===== src/rtl/sliding_window_agg.sv =====
// sliding_window_agg: N-bucket sliding-window aggregator for RTLola monitors.
// Events accumulate into the current bucket; every SLIDE_PERIOD cycles the
// window aggregate is registered, out_valid pulses, and the buckets shift.
// MODE: 0=sum, 1=count, 2=signed max, 3=average (only with the optional
// feature enabled by defining SLIDING_WINDOW_AVG_EN; otherwise MODE=3 acts
// as MODE=0 and no divider or count storage is built).
// Handshake: in_valid is a one-cycle event pulse qualified by en, never
// back-pressured; out_valid is a one-cycle pulse marking a new out_value,
// held off while en is low and presented once en returns.
module sliding_window_agg #(
    parameter int DATA_W       = 64,
    parameter int NUM_BUCKETS  = 3,
    parameter int SLIDE_PERIOD = 500,
    parameter int MODE         = 0
) (
    input  logic              clk,
    input  logic              rst,
    input  logic              en,
    input  logic [DATA_W-1:0] in_data,
    input  logic              in_valid,
    output logic [DATA_W-1:0] out_value,
    output logic              out_valid,
    output logic              out_empty,
    output logic [31:0]       timer
);

`ifdef SLIDING_WINDOW_AVG_EN
    localparam int EFF_MODE = MODE;
`else
    localparam int EFF_MODE = (MODE == 3) ? 0 : MODE;
`endif

    localparam logic [31:0]       LAST_TICK = 32'(SLIDE_PERIOD - 1);
    localparam logic [DATA_W-1:0] ONE       = DATA_W'(1);

    // bucket 0 is the current (filling) bucket, NUM_BUCKETS-1 the oldest
    logic [DATA_W-1:0]      bucket_val [NUM_BUCKETS];
    logic [NUM_BUCKETS-1:0] bucket_ne;

    // window as seen on this cycle, with this cycle's event folded in
    logic [DATA_W-1:0]      win_val [NUM_BUCKETS];
    logic [NUM_BUCKETS-1:0] win_ne;

    logic              event_hit;
    logic              slide;
    logic [DATA_W-1:0] cur_val_upd;
    logic [DATA_W-1:0] agg_val;
    logic              agg_any;
    logic              valid_q;

    assign event_hit = en & in_valid;
    assign slide     = en & (timer == LAST_TICK);
    assign out_valid = valid_q & en;

    // period timer: 0..SLIDE_PERIOD-1, frozen while en is low
    always_ff @(posedge clk) begin
        if (!rst) begin
            timer <= '0;
        end else if (en) begin
            timer <= slide ? 32'd0 : timer + 32'd1;
        end
    end

    // fold the incoming event into the current bucket value
    always_comb begin
        cur_val_upd = bucket_val[0];
        if (event_hit) begin
            if (EFF_MODE == 1) begin
                cur_val_upd = bucket_val[0] + ONE;
            end else if (EFF_MODE == 2) begin
                if (!bucket_ne[0] || ($signed(in_data) > $signed(bucket_val[0]))) begin
                    cur_val_upd = in_data;
                end
            end else begin
                cur_val_upd = bucket_val[0] + in_data;
            end
        end
    end

    // build the effective window and reduce it to one aggregate
    always_comb begin
        win_val    = bucket_val;
        win_val[0] = cur_val_upd;
        win_ne     = bucket_ne;
        win_ne[0]  = bucket_ne[0] | event_hit;
        agg_val    = '0;
        agg_any    = 1'b0;
        for (int i = 0; i < NUM_BUCKETS; i++) begin
            if (EFF_MODE == 2) begin
                // empty buckets hold 0 and must not win a max over negatives
                if (win_ne[i] && (!agg_any || ($signed(win_val[i]) > $signed(agg_val)))) begin
                    agg_val = win_val[i];
                end
            end else begin
                agg_val = agg_val + win_val[i];
            end
            agg_any = agg_any | win_ne[i];
        end
    end

    // bucket storage: accumulate into bucket 0, shift the window on slide
    always_ff @(posedge clk) begin
        if (!rst) begin
            for (int i = 0; i < NUM_BUCKETS; i++) begin
                bucket_val[i] <= '0;
            end
            bucket_ne <= '0;
        end else if (en) begin
            if (slide) begin
                for (int i = NUM_BUCKETS - 1; i > 0; i--) begin
                    bucket_val[i] <= win_val[i-1];
                end
                bucket_val[0] <= '0;
                bucket_ne     <= win_ne << 1;
            end else begin
                bucket_val[0] <= cur_val_upd;
                bucket_ne[0]  <= win_ne[0];
            end
        end
    end

    if (EFF_MODE != 3) begin : g_direct
        // register the aggregate on the slide cycle; pulse valid next cycle
        always_ff @(posedge clk) begin
            if (!rst) begin
                out_value <= '0;
                out_empty <= 1'b1;
                valid_q   <= 1'b0;
            end else if (en) begin
                valid_q <= slide;
                if (slide) begin
                    out_value <= agg_any ? agg_val : '0;
                    out_empty <= ~agg_any;
                end
            end
        end
    end

`ifdef SLIDING_WINDOW_AVG_EN
    if (EFF_MODE == 3) begin : g_avg
        logic [DATA_W-1:0] bucket_cnt [NUM_BUCKETS];
        logic [DATA_W-1:0] win_cnt    [NUM_BUCKETS];
        logic [DATA_W-1:0] agg_cnt;

        logic              div_busy;
        logic [31:0]       div_left;
        logic [DATA_W-1:0] div_rem;
        logic [DATA_W-1:0] div_quo;
        logic [DATA_W-1:0] div_den;
        logic              div_neg;
        logic              div_zero;
        logic [DATA_W:0]   rem_shift;
        logic [DATA_W:0]   rem_diff;
        logic              rem_fits;
        logic [DATA_W-1:0] rem_next;
        logic [DATA_W-1:0] quo_next;

        // per-bucket event counts, window total including this cycle's event
        always_comb begin
            win_cnt = bucket_cnt;
            if (event_hit) begin
                win_cnt[0] = bucket_cnt[0] + ONE;
            end
            agg_cnt = '0;
            for (int i = 0; i < NUM_BUCKETS; i++) begin
                agg_cnt = agg_cnt + win_cnt[i];
            end
        end

        // count storage shifts in lockstep with the sum buckets
        always_ff @(posedge clk) begin
            if (!rst) begin
                for (int i = 0; i < NUM_BUCKETS; i++) begin
                    bucket_cnt[i] <= '0;
                end
            end else if (en) begin
                if (slide) begin
                    for (int i = NUM_BUCKETS - 1; i > 0; i--) begin
                        bucket_cnt[i] <= win_cnt[i-1];
                    end
                    bucket_cnt[0] <= '0;
                end else begin
                    bucket_cnt[0] <= win_cnt[0];
                end
            end
        end

        // one restoring step on magnitudes: shift in a dividend bit, try subtract
        always_comb begin
            rem_shift = {div_rem, div_quo[DATA_W-1]};
            rem_diff  = rem_shift - {1'b0, div_den};
            rem_fits  = ~rem_diff[DATA_W];
            rem_next  = rem_fits ? rem_diff[DATA_W-1:0] : rem_shift[DATA_W-1:0];
            quo_next  = DATA_W'({div_quo, rem_fits});
        end

        // divider sequencing: load on slide, DATA_W steps, then publish
        always_ff @(posedge clk) begin
            if (!rst) begin
                div_busy  <= 1'b0;
                div_left  <= '0;
                div_rem   <= '0;
                div_quo   <= '0;
                div_den   <= '0;
                div_neg   <= 1'b0;
                div_zero  <= 1'b1;
                out_value <= '0;
                out_empty <= 1'b1;
                valid_q   <= 1'b0;
            end else if (en) begin
                valid_q <= 1'b0;
                if (slide) begin
                    div_busy <= 1'b1;
                    div_left <= 32'(DATA_W);
                    div_rem  <= '0;
                    div_quo  <= agg_val[DATA_W-1] ? (-agg_val) : agg_val;
                    div_den  <= agg_cnt;
                    div_neg  <= agg_val[DATA_W-1];
                    div_zero <= (agg_cnt == '0) | ~agg_any;
                end else if (div_busy) begin
                    div_rem  <= rem_next;
                    div_quo  <= quo_next;
                    div_left <= div_left - 32'd1;
                    if (div_left == 32'd1) begin
                        div_busy  <= 1'b0;
                        valid_q   <= 1'b1;
                        out_empty <= div_zero;
                        if (div_zero) begin
                            out_value <= '0;
                        end else begin
                            out_value <= div_neg ? (-quo_next) : quo_next;
                        end
                    end
                end
            end
        end
    end
`endif

endmodule


===== config.mk =====
export PLATFORM = sky130hd
export DESIGN_NAME = sliding_window_agg
export DESIGN_NICKNAME = d
export VERILOG_FILES = /design/src/rtl/sliding_window_agg.sv
export SDC_FILE = /design/constraint.sdc
export NUM_CORES = 1
export LEC_CHECK = 0
export CORE_MARGIN = 3
export CORE_UTILIZATION = 50
export CTS_BUF_LIST = sky130_fd_sc_hd__clkbuf_4
export DETAILED_ROUTE_END_ITERATION = 12
export PLACE_DENSITY = 0.71
export REMOVE_ABC_BUFFERS = 1
export SYNTH_ARGS = -nofsm -noshare
export SYNTH_HDL_FRONTEND = slang
export SYNTH_SLANG_ARGS = --single-unit
export TNS_END_PERCENT = 10

===== constraint.sdc =====
create_clock -name clk -period 22.3 [get_ports clk]
set_clock_uncertainty 0.1 [all_clocks]
set_input_delay 6.69 -clock clk [delete_from_list [all_inputs] [get_ports clk]]
set_output_delay 6.69 -clock clk [all_outputs]
set_load 0.05 [all_outputs]

# Yosys cells after proc, flatten, opt, wreduce, memory -nomap -nowiden
# Index checks and enable logic that the tools add are counted.
[totals]
ff_bits = 293
latchBits = 0
ram_bits = 0
mem_bits_ro = 0
in_bits = 68
out_inout_bits = 98
n_memories = 0
[classes]
addsub = 4
mul = 0
div = 0
magnitude_cmp = 0
eq_ne = 1
shifts = 0
muxes = 5
n_bitwise = 7
reduce_logical = 1
[op_table]
columns = ["cell", "n"]
rows = [
  ["$add 64x64->64", 3],
  ["$mux 64", 3],
  ["$add 32x1->32 const B", 1],
  ["$eq 32x9->1 const B", 1],
  ["$mux 32", 1],
  ["$and 1x1->1", 3],
  ["$or 1x1->1", 3],
  ["$reduce_and 2->1", 1],
  ["$mux 1", 1],
  ["$not 1->1", 1],
]

# Depth between registers and ports, before layout
# Gate-level depths: netlist of run 1.
[depth]
word_depth = 5
mapped_depth = 30
depth_no_buf = 29

# Least setup slack after synthesis of run 1
# Ideal clock, no wire load.
[synth_timing]
kind = "input to output"
start = "input port en"
end = "output port out_valid"
arrival_ns = 7.389
t_required_ns = 15.510
path_slack_ns = 8.121
cell_stages = 2
path_cell_list = "clkbuf_1 and2_1"
[synth_via]
elab_chain_len = 1
[synth_rtl]
columns = ["element", "line", "text"]
rows = [
  ["start: declaration", "18", "input logic en,"],
  ["$and 1x1->1", "53", "assign out_valid = valid_q & en;"],
  ["end: declaration", "22", "output logic out_valid,"],
]
# Every way passes these cells.

# Worst setup path after layout of run 1
# Same ends and word-level chain as after synthesis.

==> flow_summary.yaml, run 1 <==
pwr:
  p_int_w: 0.000889
  p_sw_share_pct: 30.8
  p_total_w: 0.00128
  p_switching_w: 0.000395
  p_clk_share_pct: 37.9
  leakagePower_nw: 9.40
  comb_power_share_pct: 20.1
  power.density_nw_per_um2: 59.0
  power.share.sequential_pct: 42.0
  ir_drop_mv: 0.0392
cells_and_area:
  drive_gt1_share_pct: 7.07
  final_cell_count_no_fill: 3007
  nNetsFinal: 2707
  final_core_util_pct: 59.0
  area_growth_syn_to_layout_pct: 15.7
  fillers: 3355
route:
  dr.pass1.iters: 6
  drc_errors: 0
  vias: 17053
  routed_wl_microns: 52900
  antenna_left: 0
  drtIter0Drc: 1061
  routedWlPerCell_microns: 17.6
  viasPerCell: 5.67
placement:
  post-place-ws_ps: 7180
  hpwl_microns: 38800
  placed_cells: 2871
  place_congestion: 0.902
  numPortBuffers: 165
global_route:
  grt_pass1_wl_microns: 84900
  grt-ovfl-total: 0
  grt.total_usage_pct: 26.3
  grt_pass1_vias: 16428
  grt_max_degree: 79
  antenna_found_initial: 2
worst_setup_path:
  crit_path_end_kind: "primary output"
  path_cells: "clkdlybuf4s50_1 -> and2_1 -> clkdlybuf4s50_1"
  path_max_fanout: 11
  required_ps: 15510
  cpPeakStageDelay_ps: 800
  critPathMostFrequentCell: "clkdlybuf4s50_1"
  worst-endpoint-arrival_ps: 8350
  start_kind: "primary input"
  crit_type: "primary input to primary output"
  crit_slowest_cell: "clkdlybuf4s50_1"
timing:
  finalCritPeriodShare_pct: 67.9
  slew_violations: 0
  max_freq_ghz: 0.0661
  hold_viol_final: 0
  fin_tns_setup_ps: 0
  relSlewSlack_pct: 26.3
  rsz0062_at_grt: "no"
  tightest_slew_ps: 1110
  post-route-min-period_ps: 15140
  setup_violations: 0
  layout_setup_ws_ps: 7160
die:
  core_sq_um: 36900
  die_h_microns: 200
  start_util_pct: 51.0
  die_w_microns: 200
  io_pins: 166
  die_area_sq_um: 40000
  num_rows: 70
clock_tree:
  cts_sinks: 293
  cts_resized: 0
  root_buffer: "clkbuf_4"
  clockBufferDepth: 3
  cts_tree: "done"
  clk_latency_ps: 770
  cts_hold_buf: 0
  cts_made_buffers: 79
  clk_transition_reported_paths_ps: 60
  post_cts_buffers: 0
  htreeDepth: 3
logic_synthesis:
  syn_area_per_cell_sq_um: 8.13
  synthCells: 2313
  yosysWarnings: 0
  synth_edf_count: 0
  yosysTopAreaCell: "dfxtp_1"
  syn-cell-area_sq_um: 18800
  yosysUniqueCellTypes: 72
  synthDominantCellAreaShare_pct: 31.2
  synth_top_flop_cell: "dfxtp_1"
  synth_area_leaders: "dfxtp_1, ha_1, fa_1, nand2_1, a21oi_1"
  synthArstFlopShare_pct: 0
  ys_seq_area_share_pct: 31.2
  ys_ff_latch: 293
min_path:
  hold_class: "register to register"
status:
  status: "finished clean"
flow_run:
  drv_cap: 0
## per-layer routing
layer  up-vias  GRT usage [%]  wire, microns
met5         -              0             11
met4         2           8.76           1310
met3        93           4.97           3210
met2       501           41.8          23600
met1      8016           36.4          24800
li1       8441              -              -
## final cells by class
cell class / instances / area [sq um] / area share [%]
clock inverter: 28 / 194 / 0.892
clock buffer: 107 / 803 / 3.69
inverter: 84 / 317 / 1.46
tap: 504 / 631 / 2.90
timing repair buffer: 180 / 1760 / 8.11
multi-input combinational: 1810 / 12200 / 56.0
sequential: 293 / 5870 / 27.0
antenna: 1 / 2.50 / 0.0115
## power groups by stage
stage / clock [W] / combinational (W) / sequential (W)
2_1_floorplan: 0 / 0.000177 / 0.000550
3_3_place_gp: 0 / 0.000249 / 0.000550
3_5_place_dp: 0 / 0.000253 / 0.000551
4_1_cts: 0.000502 / 0.000254 / 0.000539
5_1_grt: 0.000527 / 0.000284 / 0.000540
6_report: 0.000487 / 0.000258 / 0.000539
## Yosys cell counts, drive strengths merged, types with 4 or more instances
cell type	instances
ha	126
and3	28
nand2	318
mux2	10
nor4	8
xnor2	74
nand2b	21
a21o	80
nor2b	19
inv	84
a221oi	4
o21ba	8
or2	6
buf	8
nor2	206
a211oi	48
xor2	73
a31oi	30
or3	11
mux2i	19
nand4	36
a21boi	4
a41oi	8
nor3	21
and2	15
o31ai	11
dfxtp	293
nand3	42
o21bai	21
clkbuf	118
o21ai	166
a22o	22
o211ai	11
a21oi	238
o21a	13
fa	65
## registers in the layout, indices dropped and copies added, names as in the netlist
signal,cells
bucket_ne,3
bucket_val,192
out_empty,1
out_value,64
timer,32
valid_q,1
## path summary, 6_finish.rpt
path	end	slack [ps]	start	cells after the start
setup / recovery	out_valid	7160	en	3
hold / removal	out_value[28]$_SDFFE_PN0P_	350	out_value[28]$_SDFFE_PN0P_	2
setup reg to reg	out_value[62]$_SDFFE_PN0P_	15170	bucket_val[130]$_SDFFE_PN0P_	26
hold reg to reg	out_value[28]$_SDFFE_PN0P_	350	out_value[28]$_SDFFE_PN0P_	2
## layout by cell type (no fill, tap or decap), drive strengths merged, types with 11 or more instances in the layout
cell type / Yosys / final
a21o: 80 / 80
a31oi: 30 / 30
o21bai: 21 / 21
a21oi: 238 / 238
o31ai: 11 / 11
clkbuf: 118 / 107
and3: 28 / 28
dfxtp: 293 / 293
nand4: 36 / 36
clkdlybuf4s50: 0 / 165
nand2: 318 / 318
buf: 8 / 15
o211ai: 11 / 11
xnor2: 74 / 74
fa: 65 / 65
inv: 84 / 85
a22o: 22 / 22
nand3: 42 / 42
and2: 15 / 15
nor2: 206 / 206
nor2b: 19 / 19
nand2b: 21 / 21
ha: 126 / 126
a211oi: 48 / 48
o21ai: 166 / 166
nor3: 21 / 21
o21a: 13 / 13
xor2: 73 / 73
mux2i: 19 / 19
clkinv: 0 / 23
or3: 11 / 11
## through the flow
step / hold WS, ps / area (sq um)
after floorplan: 332 / 18300
after global placement: 333 / 20700
after detailed placement: 342 / 20700
after CTS: 356 / 21700
after global routing: 373 / 21700
final: 348 / 21700
## cells by family (layout without fill, tap and decap cells)
group	Yosys count	in the layout	share of synthesized area, %
buffers and inverters	210	399	4.20
multiplexers	29	29	1.61
XOR/XNOR	147	147	6.85
other	0	1	0
flip-flops	293	293	31.2
AND/OR/NAND/NOR	738	738	17.4
AO/OA/AOI/OAI	705	705	23.4
adder cells (fa/ha/maj)	191	191	15.3
## worst max-delay path: cells and delay by family
| kind | cells | cell delay (ps) |
|---|---|---|
| AND/OR/NAND/NOR | 1 | 190 |
| buffers and inverters | 2 | 1470 |
No activity file was read; power rests on OpenSTA's default activity.
==> run 2, diff against run 1 <==
==> constraint.sdc (replaced) <==
create_clock -name clk -period 14 [get_ports clk]
set_clock_uncertainty 0.1 [all_clocks]
set_input_delay 4.2 -clock clk [delete_from_list [all_inputs] [get_ports clk]]
set_output_delay 4.2 -clock clk [all_outputs]
set_load 0.05 [all_outputs]
==> flow_summary.yaml, run 2 (same netlist as run 1, synthesis figures left out) <==
die:
  core_sq_um: 36900
  num_rows: 70
  die_h_microns: 200
  start_util_pct: 51.0
  die_area_sq_um: 40000
  die_w_microns: 200
  io_pins: 166
placement:
  hpwl_microns: 39700
  numPortBuffers: 165
  place_congestion: 0.923
clock_tree:
  post_cts_buffers: 0
  root_buffer: "clkbuf_4"
  cts_hold_buf: 0
  cts_sinks: 293
  clk_latency_ps: 770
  clk_transition_reported_paths_ps: 60
  cts_resized: 0
  clockBufferDepth: 3
  htreeDepth: 3
  cts_made_buffers: 84
  cts_tree: "done"
route:
  drtIter0Drc: 1213
  viasPerCell: 5.70
  dr.pass1.iters: 6
  routed_wl_microns: 54600
  drc_errors: 0
  vias: 17161
  routedWlPerCell_microns: 18.2
  antenna_left: 0
timing:
  setup_violations: 0
  post-route-min-period_ps: 10470
  fin_tns_setup_ps: 0
  tightest_slew_ps: 1170
  slew_violations: 0
  max_freq_ghz: 0.0955
  rsz0062_at_grt: "no"
  finalCritPeriodShare_pct: 74.8
  hold_viol_final: 0
  worst_hold_slack_ps: 348
  relSlewSlack_pct: 22.2
worst_setup_path:
  required_ps: 14500
  cpPeakStageDelay_ps: 460
  start_kind: "primary input"
  crit_slowest_cell: "clkdlybuf4s50_1"
  rrSetupSlack_ps: 7080
  critPathMostFrequentCell: "a21oi_1"
  path_max_fanout: 7
  crit_path_end_kind: "register"
  worst-endpoint-arrival_ps: 10970
  crit_type: "primary input to register"
cells_and_area:
  largest_reg_flops: 192
  final_cell_mix: "nand2_1, dfxtp_1, a21oi_1"
  final_common_cell: "nand2_1"
  nNetsFinal: 2711
  area_growth_syn_to_layout_pct: 15.5
  reg_top3: "bucket_val: 192 flops, out_value: 64 flops, timer: 32 flops"
  top_register: "bucket_val"
  ff_latch_area_sq_um: 5870
  multi_input_area_sq_um: 12200
  fillers: 3377
  drive_gt1_share_pct: 7.23
flow_run:
  drv_cap: 0
pwr:
  power.density_nw_per_um2: 93.3
  power.share.sequential_pct: 42.4
  p_switching_w: 0.000637
  comb_power_share_pct: 20.5
  leakagePower_nw: 9.38
  p_int_w: 0.00139
  p_clk_share_pct: 37.0
  p_sw_share_pct: 31.5
  ir_drop_mv: 0.0613
global_route:
  grt.total_usage_pct: 27.2
  grt_max_degree: 86
  grt-ovfl-total: 0
  grt_pass1_vias: 16644
  antenna_found_initial: 2
  grt_pass1_wl_microns: 86700
status:
  status: "finished clean"
min_path:
  hold_class: "register to register"
==> run 2: power by group through the flow <==
stage,Sequential [W],Clock [W],Combinational (W)
floorplan,0.000876,0,0.000282
global placement,0.000877,0,0.000401
detailed placement,0.000877,0,0.000405
CTS,0.000859,0.000771,0.000408
global route,0.000861,0.000815,0.000456
finish,0.000860,0.000749,0.000416
==> run 2: through the flow <==
step	cells	cell area (sq um)	power (W)	utilization, %	setup slack [ps]
final	3009	21700	0.00202	58.9	3530
after global routing	3009	21700	0.00213	58.9	3060
after CTS	3008	21700	0.00204	58.9	3680
after detailed placement	2870	20700	0.00128	56.3	2860
after global placement	2870	20700	0.00128	56.3	3010
after floorplan	2187	18300	0.00116	-	255
==> run 2: layout make-up <==
class / instances / area share, %
Multi-Input combinational cell: 1810 / 56.1
Sequential cell: 293 / 27.0
Clock buffer: 117 / 4.05
Clock inverter: 21 / 0.392
Antenna cell: 1 / 0.0115
Inverter: 84 / 1.46
Timing Repair Buffer: 179 / 8.09
Tap cell: 504 / 2.91
==> run 2: final timing paths <==
check,startpoint,endpoint,depth (start not counted)
setup reg to reg,bucket_val[131]$_SDFFE_PN0P_,out_value[63]$_SDFFE_PN0P_,24
hold reg to reg,out_value[22]$_SDFFE_PN0P_,out_value[22]$_SDFFE_PN0P_,2
setup / recovery,in_data[0],out_value[54]$_SDFFE_PN0P_,30
hold / removal,out_value[22]$_SDFFE_PN0P_,out_value[22]$_SDFFE_PN0P_,2
==> run 2: worst max-delay path: cells and delay by family <==
| family | cells | cell delay [ps] |
|---|---|---|
| adders and majority gates | 4 | 1380 |
| AOI/OAI and AO/OA | 19 | 4080 |
| and+or+nand+nor | 2 | 200 |
| muxes | 1 | 320 |
| buffers and inverters | 3 | 620 |
| xor gates and xnor gates | 1 | 130 |
==> run 2: layer usage <==
layer | up-vias | part of all wire, % | track usage (%)
met2 | 588 | 43 | 40.7
met1 | 8008 | 47 | 38.1
met3 | 121 | 6.8 | 5.40
li1 | 8442 | - | -
met5 | - | 0.016 | 0
met4 | 2 | 4.1 | 12.1
